### config.mk
export PLATFORM = sky130hd
export DESIGN_NAME = multi_pb_debouncer
export DESIGN_NICKNAME = d
export VERILOG_FILES = /design/src/rtl/debounce_pkg.sv /design/src/rtl/debounce_chan.sv /design/src/rtl/multi_pb_debouncer.sv
export SDC_FILE = /design/constraint.sdc
export NUM_CORES = 1
export LEC_CHECK = 0
export ABC_CLOCK_PERIOD_IN_PS = 8800
export BUFFER_PORTS_ARGS = -buffer_cell sky130_fd_sc_hd__buf_2
export CORE_UTILIZATION = 50
export DETAILED_ROUTE_END_ITERATION = 10
export PLACE_DENSITY = 0.66
export SYNTH_ARGS = -nofsm -noshare
export SYNTH_HDL_FRONTEND = slang
export SYNTH_SLANG_ARGS = --single-unit
### constraint.sdc
create_clock -name clk -period 8.8 [get_ports clk]
set_clock_uncertainty 0.2 [all_clocks]
set_input_delay 0.44 -clock clk [delete_from_list [all_inputs] [get_ports clk]]
set_output_delay 0.44 -clock clk [all_outputs]
set_load 0.03 [all_outputs]
### src/rtl/debounce_pkg.sv
// Shared definitions for the push-button debouncer: FSM state encodings and
// the counter bit-index helpers used to derive T_SHORT / T_LONG.
// Latency: n/a (package). Backpressure: n/a.
//
// Each state is 10 bits wide. The upper 5 bits are the channel outputs in the
// order DPB/SCEN/MCEN/CCEN/REL, so outputs are plain wires off the state flops.
// The lower 5 bits only make states with equal outputs distinct.
package debounce_pkg;

  // Burst counter width; MCEN_BURST is limited to 2..15 so 4 bits suffice.
  localparam int MC_W = 4;

  // Bit positions of the outputs inside the state vector.
  localparam int OB_DPB  = 9;
  localparam int OB_SCEN = 8;
  localparam int OB_MCEN = 7;
  localparam int OB_CCEN = 6;
  localparam int OB_REL  = 5;

  typedef enum logic [9:0] {
    ST_INI       = 10'b00000_00000,
    ST_WQ        = 10'b00000_00001,
    ST_SCEN      = 10'b11110_00010,
    ST_WH        = 10'b10000_00011,
    ST_MCEN      = 10'b10110_00100,
    ST_CCEN      = 10'b10010_00101,
    ST_MCEN_CONT = 10'b10110_00110,
    ST_CCR       = 10'b10000_00111,
    ST_WFCR      = 10'b10000_01000,
    ST_REL       = 10'b00001_01001
  } state_t;

  // Counter bit that becomes set after T_SHORT = 2^(N_DC-2) increments.
  function automatic int t_short_bit(input int n_dc);
    return n_dc - 2;
  endfunction

  // Counter bit that becomes set after T_LONG = 2^(N_DC-1) increments.
  function automatic int t_long_bit(input int n_dc);
    return n_dc - 1;
  endfunction

endpackage

### src/rtl/debounce_chan.sv
// Single-channel push-button debouncer FSM with qualify/hold timer and burst counter.
// Latency: press-to-scen T_SHORT+1 cycles, release-to-rel T_SHORT+2 cycles.
// Backpressure: none; free-running, outputs are registered state bits.
//
// Ports:
//   clk, reset   clock, asynchronous active-high reset
//   pb           synchronous raw button level
//   dpb          debounced level
//   scen         one-cycle pulse per accepted press
//   mcen         auto-repeat burst, then continuous while held
//   ccen         continuous enable while held (past the first hold period)
//   rel          one-cycle pulse on confirmed release
//   scen_nxt     value scen will take after the next clock edge, so the
//                top level can register scen_any/scen_idx aligned with scen
module debounce_chan
  import debounce_pkg::*;
#(
  parameter int N_DC       = 25,
  parameter int MCEN_BURST = 8
) (
  input  logic clk,
  input  logic reset,
  input  logic pb,
  output logic dpb,
  output logic scen,
  output logic mcen,
  output logic ccen,
  output logic rel,
  output logic scen_nxt
);

  localparam int TS = t_short_bit(N_DC);
  localparam int TL = t_long_bit(N_DC);
  localparam logic [MC_W-1:0] BURST = MC_W'(MCEN_BURST);

  state_t            state;
  logic [N_DC-1:0]   cnt;
  logic [MC_W-1:0]   mc;

  // Burst counter saturates rather than wraps.
  function automatic logic [MC_W-1:0] mc_inc(input logic [MC_W-1:0] v);
    return (v == '1) ? v : v + 1'b1;
  endfunction

  // Every counting state leaves as soon as its tested bit is set, so cnt
  // never reaches its maximum. A release always takes priority over an
  // expiring timer in the same cycle.
  always_ff @(posedge clk or posedge reset) begin
    if (reset) begin
      state <= ST_INI;
      cnt   <= '0;
      mc    <= '0;
    end else begin
      unique case (state)
        ST_INI: begin
          cnt <= '0;
          mc  <= '0;
          if (pb) state <= ST_WQ;
        end

        ST_WQ: begin
          cnt <= cnt + 1'b1;
          if (!pb)         state <= ST_INI;
          else if (cnt[TS]) state <= ST_SCEN;
        end

        ST_SCEN: begin
          cnt   <= '0;
          mc    <= mc_inc(mc);
          state <= ST_WH;
        end

        ST_WH: begin
          cnt <= cnt + 1'b1;
          if (!pb)          state <= ST_CCR;
          else if (cnt[TL]) state <= ST_MCEN;
        end

        ST_MCEN: begin
          cnt   <= '0;
          mc    <= mc_inc(mc);
          state <= ST_CCEN;
        end

        ST_CCEN: begin
          cnt <= cnt + 1'b1;
          if (!pb)          state <= ST_CCR;
          else if (cnt[TS]) state <= (mc == BURST) ? ST_MCEN_CONT : ST_MCEN;
        end

        ST_MCEN_CONT: begin
          if (!pb) state <= ST_CCR;
        end

        ST_CCR: begin
          cnt   <= '0;
          mc    <= '0;
          state <= ST_WFCR;
        end

        // A level bounce during release qualification resumes the hold
        // without producing a fresh scen.
        ST_WFCR: begin
          cnt <= cnt + 1'b1;
          if (pb)           state <= ST_WH;
          else if (cnt[TS]) state <= ST_REL;
        end

        ST_REL: begin
          state <= ST_INI;
        end

        default: begin
          state <= ST_INI;
          cnt   <= '0;
          mc    <= '0;
        end
      endcase
    end
  end

  assign dpb  = state[OB_DPB];
  assign scen = state[OB_SCEN];
  assign mcen = state[OB_MCEN];
  assign ccen = state[OB_CCEN];
  assign rel  = state[OB_REL];

  // Only WQ with a held button and an expired short timer enters SCEN_ST.
  assign scen_nxt = (state == ST_WQ) && pb && cnt[TS];

endmodule

### src/rtl/multi_pb_debouncer.sv
// NUM_PB-channel push-button debouncer with aggregated press event and priority index.
// Latency: press-to-scen T_SHORT+1 cycles (+2 with MULTI_PB_SYNC_EN defined).
// Backpressure: none; all outputs are registered and free-running.
//
// Optional build macro: MULTI_PB_SYNC_EN adds a 2-flop synchroniser per pb bit.
//
// Ports:
//   clk, reset   clock, asynchronous active-high reset
//   pb           raw button inputs, active-high
//   dpb          debounced level per channel
//   scen         one-cycle pulse per accepted press
//   mcen         burst/continuous repeat enable
//   ccen         continuous enable while held
//   rel          one-cycle pulse on confirmed release
//   scen_any     OR of scen, aligned with scen
//   scen_idx     lowest channel with scen high, 0 when scen_any is 0
module multi_pb_debouncer
  import debounce_pkg::*;
#(
  parameter int NUM_PB     = 5,
  parameter int N_DC       = 25,
  parameter int MCEN_BURST = 8,
  parameter int IDX_W      = (NUM_PB > 1) ? $clog2(NUM_PB) : 1
) (
  input  logic              clk,
  input  logic              reset,
  input  logic [NUM_PB-1:0] pb,
  output logic [NUM_PB-1:0] dpb,
  output logic [NUM_PB-1:0] scen,
  output logic [NUM_PB-1:0] mcen,
  output logic [NUM_PB-1:0] ccen,
  output logic [NUM_PB-1:0] rel,
  output logic              scen_any,
  output logic [IDX_W-1:0]  scen_idx
);

  logic [NUM_PB-1:0] pb_s;
  logic [NUM_PB-1:0] scen_nxt;
  logic [IDX_W-1:0]  idx_nxt;

`ifdef MULTI_PB_SYNC_EN
  logic [NUM_PB-1:0] sync_q1;
  logic [NUM_PB-1:0] sync_q2;

  always_ff @(posedge clk or posedge reset) begin
    if (reset) begin
      sync_q1 <= '0;
      sync_q2 <= '0;
    end else begin
      sync_q1 <= pb;
      sync_q2 <= sync_q1;
    end
  end

  assign pb_s = sync_q2;
`else
  assign pb_s = pb;
`endif

  for (genvar g = 0; g < NUM_PB; g++) begin : g_chan
    debounce_chan #(
      .N_DC       (N_DC),
      .MCEN_BURST (MCEN_BURST)
    ) u_chan (
      .clk      (clk),
      .reset    (reset),
      .pb       (pb_s[g]),
      .dpb      (dpb[g]),
      .scen     (scen[g]),
      .mcen     (mcen[g]),
      .ccen     (ccen[g]),
      .rel      (rel[g]),
      .scen_nxt (scen_nxt[g])
    );
  end

  // Scan from the top down so the lowest active channel wins.
  always_comb begin
    idx_nxt = '0;
    for (int i = NUM_PB - 1; i >= 0; i--) begin
      if (scen_nxt[i]) idx_nxt = IDX_W'(i);
    end
  end

  // Registered from the channels' next-state scen so these land in the
  // same cycle as the scen flops themselves.
  always_ff @(posedge clk or posedge reset) begin
    if (reset) begin
      scen_any <= 1'b0;
      scen_idx <= '0;
    end else begin
      scen_any <= |scen_nxt;
      scen_idx <= idx_nxt;
    end
  end

endmodule

# == Word level (Yosys, flattened, before mapping) ==
# Cells that the tools add are included.
# op_classes
addsub,10
multipliers,0
div,0
n_lt_le_gt_ge,0
eq_ne,90
shifts,0
n_mux,80
bitwise_logic,5
reduce_logical,46
# op_table
operator,count
10-bit 2-to-1 mux,50
10-bit one-hot mux with 9 select lines,5
10-bit == test (second input constant),35
25-bit one-hot mux with 2 select lines,5
25-bit by 1-bit adder with 25-bit output (second input constant),5
3-bit by 2-bit != test with 1-bit output (second input constant),20
10-bit by 1-bit == test with 1-bit output (second input constant),5
10-bit by 6-bit == test with 1-bit output (second input constant),5
10-bit zero test,5
4-bit == test (second input constant),10
4-bit one-hot mux with 2 select lines,5
2-bit != test (second input constant),15
6-bit AND reduction,5
6-bit OR reduction,5
4-bit by 1-bit adder with 4-bit output (second input constant),5
4-bit 2-to-1 mux,5
2-bit OR reduction,10
4-bit OR reduction,5
3-bit 2-to-1 mux,5
1-bit logical AND,10
2-bit 2-to-1 mux,5
2-bit AND reduction,5
1-bit NOT,5
5-bit OR reduction,1
# totals
ff_bits,199
latch_bits,0
mem_bits_rw,0
romBits,0
inputBits,7
output_inout_bits,29
elab_cells,248
mem_count,0

# == Depth between registers and ports, before layout ==
# logic_depth
depth_word,8
mapped_depth,9
mapped_depth_nobuf,7

# == Hierarchy ==
# A second synthesis with hierarchy kept.
# hier_totals
hier_cells,1297
area_unflattened_um2,11860.1
# modules_own_cells
module,instances,cells_each,area_each_um2,seq_area_each_um2
debounce_chan at g_chan[0].u_chan ...,3,256,2354.8,950.9
debounce_chan at g_chan[4].u_chan,1,266,2376.0,950.9
debounce_chan at g_chan[1].u_chan,1,250,2267.2,950.9
multi_pb_debouncer,1,13,152.6,100.1

# == Least setup slack after synthesis ==
# No wires, ideal clock.
# synth_timing
kind,register to register
start,register g_chan[3].u_chan.state[5]
end,register g_chan[3].u_chan.state[0]
setup_ns,0.125
arrival_time_ns,2.045
t_required_ns,8.475
setup_slack_ns,6.430
stages_incl_launch_ff,7
path_buffers,0
synth_period_minus_slack_ns,2.370
path_cell_list,dfrtp_1 -> nor4_4 -> and2_4 -> or4b_4 -> a31oi_4 -> nor2_4 -> mux2_4
# synth_between
elab_chain_cells,3
elab_cells_between_ends,17
cone_classes,14 x eq/ne; 1 x mux; 2 x reduce/logical
# synth_rtl
element,line,source
"start, declared",debounce_chan.sv:36,state_t state;
"start signal, assigned",debounce_chan.sv:88,else if (cnt[TS]) state <= (mc == BURST) ? ST_MCEN_CONT : ST_MCEN;
10-bit by 1-bit == test with 1-bit output (tied with other cells),debounce_chan.sv:54,unique case (state)
3-bit by 2-bit != test with 1-bit output (no line) or 2-bit != test (tied branches),--,
6-bit AND reduction (no line),--,
# Parallel ways exist; a longest one is shown, timed or not.
# A chain may end at the register's enable or synchronous reset.

# == Worst setup path after layout ==
# layout_timing
start,register g_chan[1].u_chan.state[1]
end,register g_chan[1].u_chan.mc[2]
# layout_between
elab_chain_cells,4
elab_cells_between_ends,14
cone_classes,9 x eq/ne; 1 x mux; 1 x bitwise; 3 x reduce/logical
# layout_rtl
element,line,source
"start, declared",debounce_chan.sv:36,
"start signal, assigned",debounce_chan.sv:88,
10-bit == test (tied with other cells),debounce_chan.sv:54,
2-bit OR reduction (no line) or 6-bit OR reduction (tied branches),--,
2-bit != test (no line) or 1-bit NOT (tied branches),--,
2-bit AND reduction (no line),--,
"end signal, assigned",debounce_chan.sv:69,mc <= mc_inc(mc);
"end signal, assigned",debounce_chan.sv:81,mc <= mc_inc(mc);
"end, declared",debounce_chan.sv:38,logic [MC_W-1:0] mc;
# Parallel ways exist; a longest one is shown, timed or not.

==> impl_metrics.env <==
export IMPL_run_status="complete, but fails checks"
export IMPL_violations="design-rule violations, negative hold slack"
export IMPL_synth_edf_count=0
export IMPL_placedInstanceArea_um2=11420
export IMPL_postRouteWirelength_um=22810
export IMPL_finalWorstPathRequiredPeriod_ns=2.705
export IMPL_worst_ir_drop_vdd_uv=123.2
export IMPL_worst_pin_slew_ns=0.9567
export IMPL_postSynthAreaPerCell_um2=8.944
export IMPL_cp_cell_sequence="or4bb_1 -> a21boi_0 -> o21ai_1 -> buf_4 -> and2_1 -> a21oi_1 -> a21oi_1"
export IMPL_detailed_place_hpwl_um=15260
export IMPL_end_kind="flop"
export IMPL_synth_flop_cell="dfrtp_1"
export IMPL_synth_top_cells_by_area="dfrtp_1 (43%), nor2_1 (5.0%), nand2_1 (3.8%)"
export IMPL_clk_pin_slew_worst_paths_ns=0.07
export IMPL_via_total_after_detailed_routing=9068
export IMPL_fill_cells=1967
export IMPL_crit_arrival_ns=2.80
export IMPL_core_area_um2=21960
export IMPL_grt_pass1_wl_um=40200
export IMPL_synthToLayoutAreaGrowth_pct=6.555
export IMPL_timing_critical_path_slowest_cell_delay_ns=0.60
export IMPL_rows=54
export IMPL_internal_power_w=0.001717
export IMPL_synthesized_netlist_net_count=1279
export IMPL_starting_density_pct=51.20
export IMPL_cts_sink_count=194
export IMPL_final_period_utilization_pct=30.74
export IMPL_grt_pass1_vias=8410
export IMPL_final_area_um2=11980
export IMPL_grt_start_max_net_pins=123
export IMPL_gp_congestion=0.8723
export IMPL_ys_warn_count=0
export IMPL_setup_viol=0
export IMPL_worst_endpoint_required_ns=8.89
export IMPL_worst_r2r_startpoint="g_chan[1].u_chan.state[1]"
export IMPL_p_seq_share_pct=40.0
export IMPL_rsz0062_at_grt="no"
export IMPL_grt_antenna_before_repair=1
export IMPL_post_drt_via_cell_ratio=5.911
export IMPL_power_share_of_the_clock_group_pct=26.6
export IMPL_yosysTopAreaCell="dfrtp_1"
export IMPL_fmaxAchievable_ghz=0.3696
export IMPL_slew_viol_final=0
export IMPL_comb_power_share_pct=33.3
export IMPL_clk_insertion_delay_late_ns=0.43
export IMPL_power_switching_fraction_pct=37.82
export IMPL_postCtsHoldBufs=0
export IMPL_max_cap_violations=0
export IMPL_htree_levels=4
export IMPL_holdCritPathClass="input port to asynchronous set/reset pin"
export IMPL_worst_r2r_endpoint="g_chan[1].u_chan.mc[2]"
export IMPL_cts_inserted_buffers=17
export IMPL_design_final_nets=1264
export IMPL_dieHeight_um=151.9
export IMPL_num_antenna_cells=0
export IMPL_power_density_nw_per_um2=230.5
export IMPL_worst_r2r_cell_count=7
export IMPL_multi_input_area_um2=5871
export IMPL_timing_setup_critical_path_class="flop to flop"
export IMPL_cts_resized_gates=0
export IMPL_floorplan_die_width_um=151.9
export IMPL_max_clock_path_buffers=2
export IMPL_critical_path_slowest_cell="dfrtp_1"
export IMPL_globalRouteOverflowTotal=0
export IMPL_remaining_drc_errors=7
export IMPL_path_common_cell="a21oi_1"
export IMPL_synth_seq_area_share_pct=43.18
export IMPL_synth_top_area_share_pct=43.18
export IMPL_ioPinCount=36
export IMPL_drtAntennaViolNets=0
export IMPL_synth_area_um2=11240
export IMPL_yosys_register_bits=194
export IMPL_r2r_setup_slack_ns=6.09
export IMPL_hold_ws_ns=-0.02736
export IMPL_power_static_leakage_nw=5.121
export IMPL_synthDistinctLibCells=79
export IMPL_finalSetupTns_ns=0
export IMPL_io_buffer_count=35
export IMPL_asyncSetResetFlopFracSynth_pct=100.0
export IMPL_route_detailed_wl_per_inst_um=14.87
export IMPL_cts_setup_buffers=0
export IMPL_start_kind="flop"
export IMPL_syn_instance_count=1257
export IMPL_hold_viol_final=24
export IMPL_switchingPower_w=0.001044
export IMPL_seq_area_um2=4855
export IMPL_grt_usage_pct=20.80
export IMPL_relSlewSlack_pct=35.79
export IMPL_dieArea_um2=23090
export IMPL_clock_tree_from_tritoncts="yes"
export IMPL_drive_above_1_share_pct=9.490
export IMPL_worst_path_max_fanout=26
export IMPL_ctsRootBufferMaster="clkbuf_16"
export IMPL_number_of_drc_markers_in_iteration_0=558
export IMPL_drt_first_pass_iters=8
==> state kept, by name, summed over array words and instances (netlist names) <==
| signal | flops |
|---|---|
| g_chan.u_chan.cnt | 125 |
| scen_idx | 3 |
| g_chan.u_chan.mc | 20 |
| g_chan.u_chan.state | 45 |
| scen_any | 1 |
==> worst max-delay path by stage <==
stage	startpoint	depth (start not counted)	to
after detailed placement	g_chan[4].u_chan.state[3]	6	g_chan[4].u_chan.mc[2]
final	g_chan[1].u_chan.state[1]	7	g_chan[1].u_chan.mc[2]
after floorplan	reset	1	g_chan[0].u_chan.cnt[0]
after global placement	g_chan[1].u_chan.state[1]	7	g_chan[1].u_chan.mc[2]
after CTS	g_chan[4].u_chan.state[3]	6	g_chan[4].u_chan.mc[2]
after global routing	g_chan[4].u_chan.state[3]	6	g_chan[4].u_chan.mc[2]
==> critical path, delay by kind of cell, from the launching register on <==
kind	cells	cell delay, ns
DFF	1	0.60
AOI/OAI and AO/OA	4	0.62
and+or+nand+nor	2	0.89
buffers and inverters	1	0.25
==> through the flow <==
stage | cells | hold WS [ns] | power, W | setup slack, ns | util, %
after floorplan | 1257 | 0.2378 | 0.001874 | 2.876 | -
after global placement | 1503 | 0.2679 | 0.002034 | 6.128 | 52.02
after detailed placement | 1503 | 0.2699 | 0.002037 | 6.110 | 52.02
after CTS | 1534 | 0.01165 | 0.002784 | 6.094 | 54.55
after global routing | 1534 | 0.06142 | 0.002942 | 5.895 | 54.55
final | 1534 | -0.02736 | 0.002761 | 6.095 | 54.55
==> cells by family (layout without fill, tap and decap cells) <==
| group | count (synthesis) | count (layout) | share of synthesized area (%) |
|---|---|---|---|
| AOI/OAI and AO/OA | 215 | 215 | 12.31 |
| xor gates and xnor gates | 83 | 83 | 6.466 |
| adders and majority gates | 15 | 15 | 1.669 |
| buffers and inverters | 107 | 104 | 4.597 |
| DFF | 194 | 194 | 43.18 |
| muxes | 19 | 19 | 1.992 |
| and+or+nand+nor | 624 | 624 | 29.78 |
==> cell usage in the layout (no fill, tap or decap), drive strengths merged, types with 37 or more instances in the layout <==
cell and instances:
a21oi 48, and3 37, buf 41, dfrtp 194, nand2 113, nand3 75
nand4 46, nor2 152, nor3 45, o21ai 83, xnor2 41, xor2 42
==> layout make-up <==
class | instances | area share, %
well taps | 280 | 2.925
multi-input cells | 956 | 49.01
flip-flops and latches | 194 | 40.53
clock inverters | 10 | 0.7103
inverters | 32 | 1.065
clock buffers | 21 | 3.927
repair buffers | 41 | 1.838
==> power groups by stage <==
stage / clock network (W) / registers [W] / logic (W)
final: 0.000736 / 0.00111 / 0.000920
after global routing: 0.000789 / 0.00112 / 0.00103
after CTS: 0.000759 / 0.00110 / 0.000923
after detailed placement: 0 / 0.00112 / 0.000921
after global placement: 0 / 0.00112 / 0.000917
after floorplan: 0 / 0.00104 / 0.000835
==> metal layers <==
metal	share of wire (%)	vias to the layer above	track usage, %
met2	45	193	31.81
met4	1.3	0	6.851
met3	4.1	27	3.223
li1	-	4457	-
met1	50	4391	30.21
met5	0	-	0
==> synthesized netlist by cell type (15+ instances only) <==
cell type and number:
dfrtp_1 194, nor2_1 150, nand2_1 113, o21ai_0 81, nand3_1 75, a21oi_1 47, nand4_1 46, nor3_1 42
xor2_1 42, xnor2_1 41, clkbuf_1 38, and3_1 37, inv_1 32, buf_4 25, nor2b_1 23, nor4_1 17
ha_1 15
Power figures use the tool's default switching activity.
